==> config.mk <==
export PLATFORM = sky130hd
export DESIGN_NAME = dmem_arbiter
export DESIGN_NICKNAME = d
export VERILOG_FILES = /design/src/rtl/dmem_arb_pkg.sv /design/src/rtl/arb_starve_cnt.sv /design/src/rtl/dmem_arbiter.sv
export SDC_FILE = /design/constraint.sdc
export NUM_CORES = 1
export LEC_CHECK = 0
export ABC_AREA = 1
export BUFFER_PORTS_ARGS = -buffer_cell sky130_fd_sc_hd__buf_2
export CAP_MARGIN = 30
export CORE_AREA = 5 5 159 161
export CTS_BUF_LIST = sky130_fd_sc_hd__clkbuf_16
export CTS_CLUSTER_DIAMETER = 60
export DETAILED_ROUTE_END_ITERATION = 6
export DIE_AREA = 0 0 164 166
export HOLD_SLACK_MARGIN = 0.03
export PLACE_DENSITY = 0.72
export RECOVER_POWER = 25
export SLEW_MARGIN = 20
export SYNTH_ARGS = -nofsm -noshare
export SYNTH_HDL_FRONTEND = slang
export SYNTH_HIERARCHICAL = 1
export SYNTH_SLANG_ARGS = --single-unit
==> constraint.sdc <==
create_clock -name clk -period 1.4 [get_ports clk]
set_clock_uncertainty 0.2 [all_clocks]
set_input_delay 0.07 -clock clk [delete_from_list [all_inputs] [get_ports clk]]
set_output_delay 0.07 -clock clk [all_outputs]
set_load 0.005 [all_outputs]
==> src/rtl/dmem_arb_pkg.sv <==
// Shared types and default parameters for the data-memory arbiter.
package dmem_arb_pkg;
  typedef enum logic [1:0] {IDLE = 2'd0, ACCESS = 2'd1, RESP = 2'd2} arb_state_t;
  typedef enum logic {OWN_CPU = 1'b0, OWN_DBG = 1'b1} arb_owner_t;

  localparam int DEF_N            = 64;
  localparam int DEF_AW           = 6;
  localparam int DEF_STARVE_LIMIT = 8;
endpackage

==> src/rtl/arb_starve_cnt.sv <==
// Counts IDLE arbitrations lost by the debug requester, saturating at LIMIT.
// Only instantiated when DMEM_ARB_STARVE_EN is defined.
module arb_starve_cnt
  import dmem_arb_pkg::*;
#(
  parameter int LIMIT = DEF_STARVE_LIMIT
) (
  input  logic clk,
  input  logic reset,
  input  logic idle,
  input  logic dbg_req,
  input  logic dbg_grant,
  output logic starved
);
  localparam int CW = $clog2(LIMIT + 1);

  logic [CW-1:0] cnt;

  // With dbg_req high in IDLE an arbitration always happens, so a non-grant is a loss.
  always_ff @(posedge clk or negedge reset) begin
    if (!reset) begin
      cnt <= '0;
    end else if (idle) begin
      if (!dbg_req || dbg_grant) begin
        cnt <= '0;
      end else if (!starved) begin
        cnt <= cnt + CW'(1);
      end
    end
  end

  assign starved = (cnt == CW'(LIMIT));
endmodule

==> src/rtl/dmem_arbiter.sv <==
// Two-requester (CPU, debug) data-memory arbiter: IDLE -> ACCESS -> RESP, one access per 3 cycles.
// Optional starvation guard for the debug port enabled by DMEM_ARB_STARVE_EN.
// Handshake: a requester holds req and its fields until its ack pulse, then drops req the cycle after.
module dmem_arbiter
  import dmem_arb_pkg::*;
#(
  parameter int N            = DEF_N,
  parameter int AW           = DEF_AW,
  parameter int STARVE_LIMIT = DEF_STARVE_LIMIT
) (
  input  logic          clk,
  input  logic          reset,
  input  logic          cpu_req,
  input  logic          cpu_we,
  input  logic [AW-1:0] cpu_addr,
  input  logic [N-1:0]  cpu_wdata,
  output logic          cpu_ack,
  output logic [N-1:0]  cpu_rdata,
  output logic          cpu_stall,
  input  logic          dbg_req,
  input  logic          dbg_we,
  input  logic [AW-1:0] dbg_addr,
  input  logic [N-1:0]  dbg_wdata,
  output logic          dbg_ack,
  output logic [N-1:0]  dbg_rdata,
  output logic          mem_we,
  output logic          mem_re,
  output logic [AW-1:0] mem_addr,
  output logic [N-1:0]  mem_wdata,
  input  logic [N-1:0]  mem_rdata,
  output logic          busy
);
  arb_state_t    state;
  arb_owner_t    owner;
  logic          lat_we;
  logic [AW-1:0] lat_addr;
  logic [N-1:0]  lat_wdata;

  logic          starved;
  logic          dbg_wins;
  logic          win_we;
  logic [AW-1:0] win_addr;
  logic [N-1:0]  win_wdata;

`ifdef DMEM_ARB_STARVE_EN
  arb_starve_cnt #(.LIMIT(STARVE_LIMIT)) u_starve (
    .clk       (clk),
    .reset     (reset),
    .idle      (state == IDLE),
    .dbg_req   (dbg_req),
    .dbg_grant (dbg_wins),
    .starved   (starved)
  );
`else
  // Strict CPU-first priority; the limit is never reached.
  assign starved = (STARVE_LIMIT < 0);
`endif

  assign dbg_wins  = dbg_req & (~cpu_req | starved);
  assign win_we    = dbg_wins ? dbg_we    : cpu_we;
  assign win_addr  = dbg_wins ? dbg_addr  : cpu_addr;
  assign win_wdata = dbg_wins ? dbg_wdata : cpu_wdata;

  assign mem_addr  = lat_addr;
  assign mem_wdata = lat_wdata;
  assign cpu_stall = cpu_req & ~cpu_ack;

  // mem_we is a flop so an asynchronous reset aborts an in-flight store at once.
  always_ff @(posedge clk or negedge reset) begin
    if (!reset) begin
      state     <= IDLE;
      owner     <= OWN_CPU;
      lat_we    <= 1'b0;
      lat_addr  <= '0;
      lat_wdata <= '0;
      mem_we    <= 1'b0;
      mem_re    <= 1'b0;
      cpu_ack   <= 1'b0;
      dbg_ack   <= 1'b0;
      cpu_rdata <= '0;
      dbg_rdata <= '0;
      busy      <= 1'b0;
    end else begin
      case (state)
        IDLE: begin
          cpu_ack <= 1'b0;
          dbg_ack <= 1'b0;
          if (cpu_req || dbg_req) begin
            state     <= ACCESS;
            busy      <= 1'b1;
            owner     <= dbg_wins ? OWN_DBG : OWN_CPU;
            lat_we    <= win_we;
            lat_addr  <= win_addr;
            lat_wdata <= win_wdata;
            mem_we    <= win_we;
            mem_re    <= ~win_we;
          end
        end
        ACCESS: begin
          state  <= RESP;
          mem_we <= 1'b0;
          mem_re <= 1'b0;
          if (owner == OWN_CPU) begin
            cpu_ack <= 1'b1;
            if (!lat_we) cpu_rdata <= mem_rdata;
          end else begin
            dbg_ack <= 1'b1;
            if (!lat_we) dbg_rdata <= mem_rdata;
          end
        end
        RESP: begin
          state   <= IDLE;
          busy    <= 1'b0;
          cpu_ack <= 1'b0;
          dbg_ack <= 1'b0;
        end
        default: begin
          state  <= IDLE;
          busy   <= 1'b0;
          mem_we <= 1'b0;
          mem_re <= 1'b0;
        end
      endcase
    end
  end
endmodule

---- Yosys cells after proc, flatten, opt, wreduce, memory -nomap -nowiden ----
Index checks and enable logic that the tools add are counted.
cells by class
  equality and inequality tests ........... 5
  multiplexer cells ....................... 16
  bitwise operators ....................... 9
  reduce and logical (&&, ||, !) cells .... 11
operators with widths
  kind                                           count
  2-to-1 mux 64 bit                              1
  one-hot mux 1 bit (2 select lines)             5
  AND reduction 2 bit                            5
  2-to-1 mux 1 bit                               7
  inverter 1 bit                                 7
  2-to-1 mux 6 bit                               1
  != test 2 bit, second input constant           3
  AND reduction 3 bit                            2
  one-hot mux 2 bit (2 select lines)             1
  bitwise AND 1 bit                              2
  == test 2 x 1 -> 1 bit, second input constant  1
  == test 2 bit, second input constant           1
  zero test 2 bit                                1
  2-to-1 mux 2 bit                               1
  nonzero test 2 bit                             1
  OR reduction 2 bit                             1
  logical OR 1 bit                               1
word-level totals
  register bits after elaboration ......... 207
  input bits .............................. 210
  output and inout port bits .............. 204
  logic and storage cells ................. 53

---- Logic depth before layout (Yosys ltp) ----
  word-level depth ........................ 6
  gate-level depth with buffers ........... 7

---- Least setup slack after synthesis ----
Ideal clock, no wire load.
  kind .................................... register to register
  from .................................... reg state[0]
  to ...................................... reg cpu_rdata[0]
  data arrival time ....................... 1060 ps
  data required time ...................... 1082 ps
  setup slack ............................. 22 ps
  stages on the path, launching flop included .. 8
  clock period less this slack ............ 1378 ps
  path through ............................ dfrtp_1 inv_2 nor2_4 nand2_4 buf_8 buf_6 nand2_1 o21ai_2
between the ends
  word-level cells in the longest chain between the ends .. 2
RTL lines
  item                                  line                 RTL
  start, declared                       dmem_arbiter.sv:33   arb_state_t state;
  start signal, assigned                dmem_arbiter.sv:71   state <= IDLE;
  start signal, assigned                dmem_arbiter.sv:89   state <= ACCESS;
  start signal, assigned                dmem_arbiter.sv:100  state <= RESP;
  == test 2 x 1 -> 1 bit                dmem_arbiter.sv:84   case (state)
  AND reduction 3 bit (no source line)  --
  end signal, assigned                  dmem_arbiter.sv:105  if (!lat_we) cpu_rdata <= mem_rdata;
  end, declared                         dmem_arbiter.sv:18   output logic [N-1:0] cpu_rdata,
No other way between the ends.
A chain may end at the register's enable or synchronous reset.

---- Worst setup path after layout ----
  from .................................... reg lat_we
  to ...................................... reg cpu_rdata[29]
between the ends
  word-level cells in the longest chain between the ends .. 2
RTL lines
  item                                  line                RTL
  start, declared                       dmem_arbiter.sv:35  logic lat_we;
  start signal, assigned                dmem_arbiter.sv:92  lat_we <= win_we;
  inverter 1 bit (no source line)       --
  AND reduction 3 bit (no source line)  --
No other way between the ends.

==> results.toml <==
[power_and_ir_drop]
seqPwrFrac = 0.362
clock_power_share = 0.169
p_sw_uw = 11700
combPwrFrac = 0.469
peakVddDrop_uv = 846
p_int_uw = 18700
leakagePower_uw = 0.00849
netSwitchingFraction = 0.386
powerDensity_nw_per_um2 = 1960

[status]
outcome = "finished with violations"
violations = "negative hold slack, negative setup slack"

[placed_design]
dp_hpwl_um = 20700
gp_congestion = 0.819
dpl-instance-area_um2 = 11800
dp_cells = 1766
io_buffer_count = 413

[job]
maxCapViolations = 0

[synthesis]
post-synth-top-count-cell = "nand2_1"
synth-compound-area-share = 0.119
synth_area_leaders = "dfrtp_1 55%, nand2_1 20%, o21ai_2 12%"
yosys_warnings = 6
synth_top_family_by_area = "simple AND/OR/NAND/NOR gates"
synth_xor_area_frac = 0
synth.net_count = 1266
syn_inst = 1056
netlist_top_cells_count = "500 x nand2_1, 207 x dfrtp_1, 128 x o21ai_2"
synth-edff-count = 0
synth_area_um2 = 9480
yosys.area_share.adder = 0
synthArstFlopShare = 1.00
ys_ff_latch = 207
synth_area_leader_cell = "dfrtp_1"
synth.area.mux_share = 0
yosys_most_used_dff = "dfrtp_1"
synthSimpleGateAreaFrac = 0.243
ys_seq_area_frac = 0.546
yosysTopAreaCellShare = 0.546
yosysUniqueCellTypes = 17
syn_area_per_cell_um2 = 8.98

[global_route]
grt_pass1_vias = 10036
grt_first_pass_wirelength_um = 51100
grt_usage = 0.228
grt_max_degree = 71
antenna_found_initial = 0
grt-ovfl-total = 0

[worst_setup_path]
cp-end-kind = "register"
worstPathRequired_ns = 1.62
cp.arrival_ns = 1.75
cp-start-kind = "register"
crit_fanout = 10
crit_path_cell_trace = "nor2_4 > buf_12 > nand2_4 > clkbuf_16 > o21ai_2"
critPathSlowestCell = "dfrtp_2"
crit_type = "reg2reg"
slowest_delay_ns = 0.45

[route]
post_drt_wl_per_cell_um = 17.5
num_vias = 10135
avgViaCountPerCell = 4.96
drt-initial-drc-count = 808
drt_wl_total_um = 35800
remaining_drc_errors = 0
first_pass_iters = 5
drtAntennaViolNets = 0

[clock_network]
clock_path_buffers = 3
numCtsBuffers = 21
path_clk_slew_ns = 0.06
cts_hold_buf = 211
root_buffer = "clkbuf_16"
clock_sinks = 207
cts_tree = "built"
worstSkewPairLatency_ns = 0.49
htree_levels = 1

[timing]
finalCritPeriodShare = 1.10
max_clock_freq_mhz = 652
rsz0062_at_grt = "yes"
layout_min_cycle_time_ns = 1.53
holdWs_ns = -0.0142
tightest_slew_ns = 0.705
setup_viol = 157
finalHoldViolations = 3
maxSlewHeadroom = 0.530
setup_ws_ns = -0.133
slew_viol_final = 0

[cells_and_area]
stdcell_area_um2 = 15500
final_cells = 2044
diodes = 0
area_delta_synth_final_pct = 63.6
fillers = 1698
num-nets-final = 1917
drive_above_1_share = 0.413

[hold_path]
min_path_type = "in2async"

[floorplan]
ios = 414
row_count = 57
die_h_um = 166
dieWidth_um = 164
coreArea_um2 = 23800
initial_core_util = 0.398
dieArea_um2 = 27200
[metrics by stage]
stage | setup slack, ns | setup TNS, ns | util | hold WS (ns) | total power, µW
6_report | -0.133 | -12.59 | 0.651 | -0.0142 | 30400
3_5_place_dp | -0.101 | -6.59 | 0.495 | -0.141 | 21800
5_1_grt | -0.196 | -24.76 | 0.651 | 0.0287 | 32400
4_1_cts | -0.0799 | -6.23 | 0.611 | -0.107 | 27600
3_3_place_gp | -0.0605 | -3.23 | 0.495 | -0.162 | 21400
2_1_floorplan | 0.0217 | 0 | - | -0.426 | 16900
[metal layers]
metal  vias to the layer above  wire length [µm]  GRT usage
met2                       595             17600      0.385
met1                      4802             13300      0.281
li1                       4614                 -          -
met4                         0              1780      0.105
met5                         -                 0          0
met3                       124              3180     0.0457
[layout by cell type, fill, tap and decap left out]
master | netlist | final
buf_2 | 24 | 412
inv_2 | 2 | 3
buf_6 | 14 | 11
nand3_1 | 74 | 74
dfrtp_1 | 207 | 206
dlygate4sd3_1 | 0 | 211
buf_16 | 0 | 3
clkbuf_4 | 0 | 1
clkinv_4 | 0 | 1
nor2_4 | 1 | 3
buf_8 | 2 | 2
buf_12 | 12 | 15
bufinv_16 | 0 | 1
inv_6 | 0 | 1
o21ai_0 | 1 | 1
inv_1 | 70 | 72
nand2_8 | 0 | 4
nor2_1 | 4 | 2
clkinv_2 | 0 | 1
nand2_4 | 2 | 30
buf_4 | 1 | 15
o21ai_2 | 128 | 128
clkinv_1 | 0 | 8
dfrtp_2 | 0 | 1
clkbuf_16 | 0 | 35
nand2_1 | 500 | 436
clkbuf_2 | 0 | 7
nand2_2 | 1 | 36
[flip-flops by register name (all words and copies together) (netlist names)]
register,flops
cpu_rdata,64
cpu_ack,1
dbg_rdata,64
lat_we,1
dbg_ack,1
mem_addr,6
mem_we,1
mem_re,1
owner,1
state,2
mem_wdata,64
busy,1
[what timing repair did]
item / CTS / global route
cloned: 0 / 23
gates resized for setup: 7 / 120
pin swaps: 3 / 6
hold endpoints to repair: 410 / 36
endpoints found under the setup margin: 190 / 202
setup buffers: 1 / 7
[cell type report]
| type | count | area [µm²] | area share |
|---|---|---|---|
| inverters | 72 | 275 | 0.0177 |
| well taps | 324 | 405 | 0.0261 |
| flip-flops and latches | 207 | 5180 | 0.334 |
| clock buffers | 21 | 526 | 0.0339 |
| clock inverters | 15 | 88.8 | 0.00573 |
| repair buffers | 691 | 5220 | 0.336 |
| multi-input cells | 714 | 3820 | 0.246 |
[worst max-delay path, delay by kind of cell, from the launching register on]
family | cells | cell delay [ns]
AO/OA/AOI/OAI | 1 | 0.14
flip-flops | 1 | 0.45
buffers and inverters | 2 | 0.33
AND/OR/NAND/NOR | 2 | 0.33
[final timing paths]
| path | from | to | slack, ns | cells past startpoint |
|---|---|---|---|---|
| min in group clk | cpu_req | mem_re | 0.09 | 8 |
| max reg2reg | lat_we | cpu_rdata[29] | -0.13 | 5 |
| min reg2reg | mem_wdata[34] | mem_wdata[34] | 0.27 | 2 |
| min | reset | cpu_rdata[55] | -0.01 | 2 |
| max in group asynchronous | reset | mem_wdata[23] | 0.21 | 3 |
| max | lat_we | cpu_rdata[29] | -0.13 | 5 |
[power groups by stage]
stage               combinational, µW  sequential, µW  clock (µW)
floorplan                        6200           10700           0
global placement                10800           10600           0
detailed placement              11100           10600           0
CTS                             11700           10600        5280
global route                    15500           11300        5590
finish                          14300           11000        5160
[kinds of logic after synthesis]
family / Yosys count
and+or+nand+nor: 582
AOI/OAI and AO/OA: 129
buffers and inverters: 138
DFF: 207
Note: power is estimated with default switching activity, not from simulation.
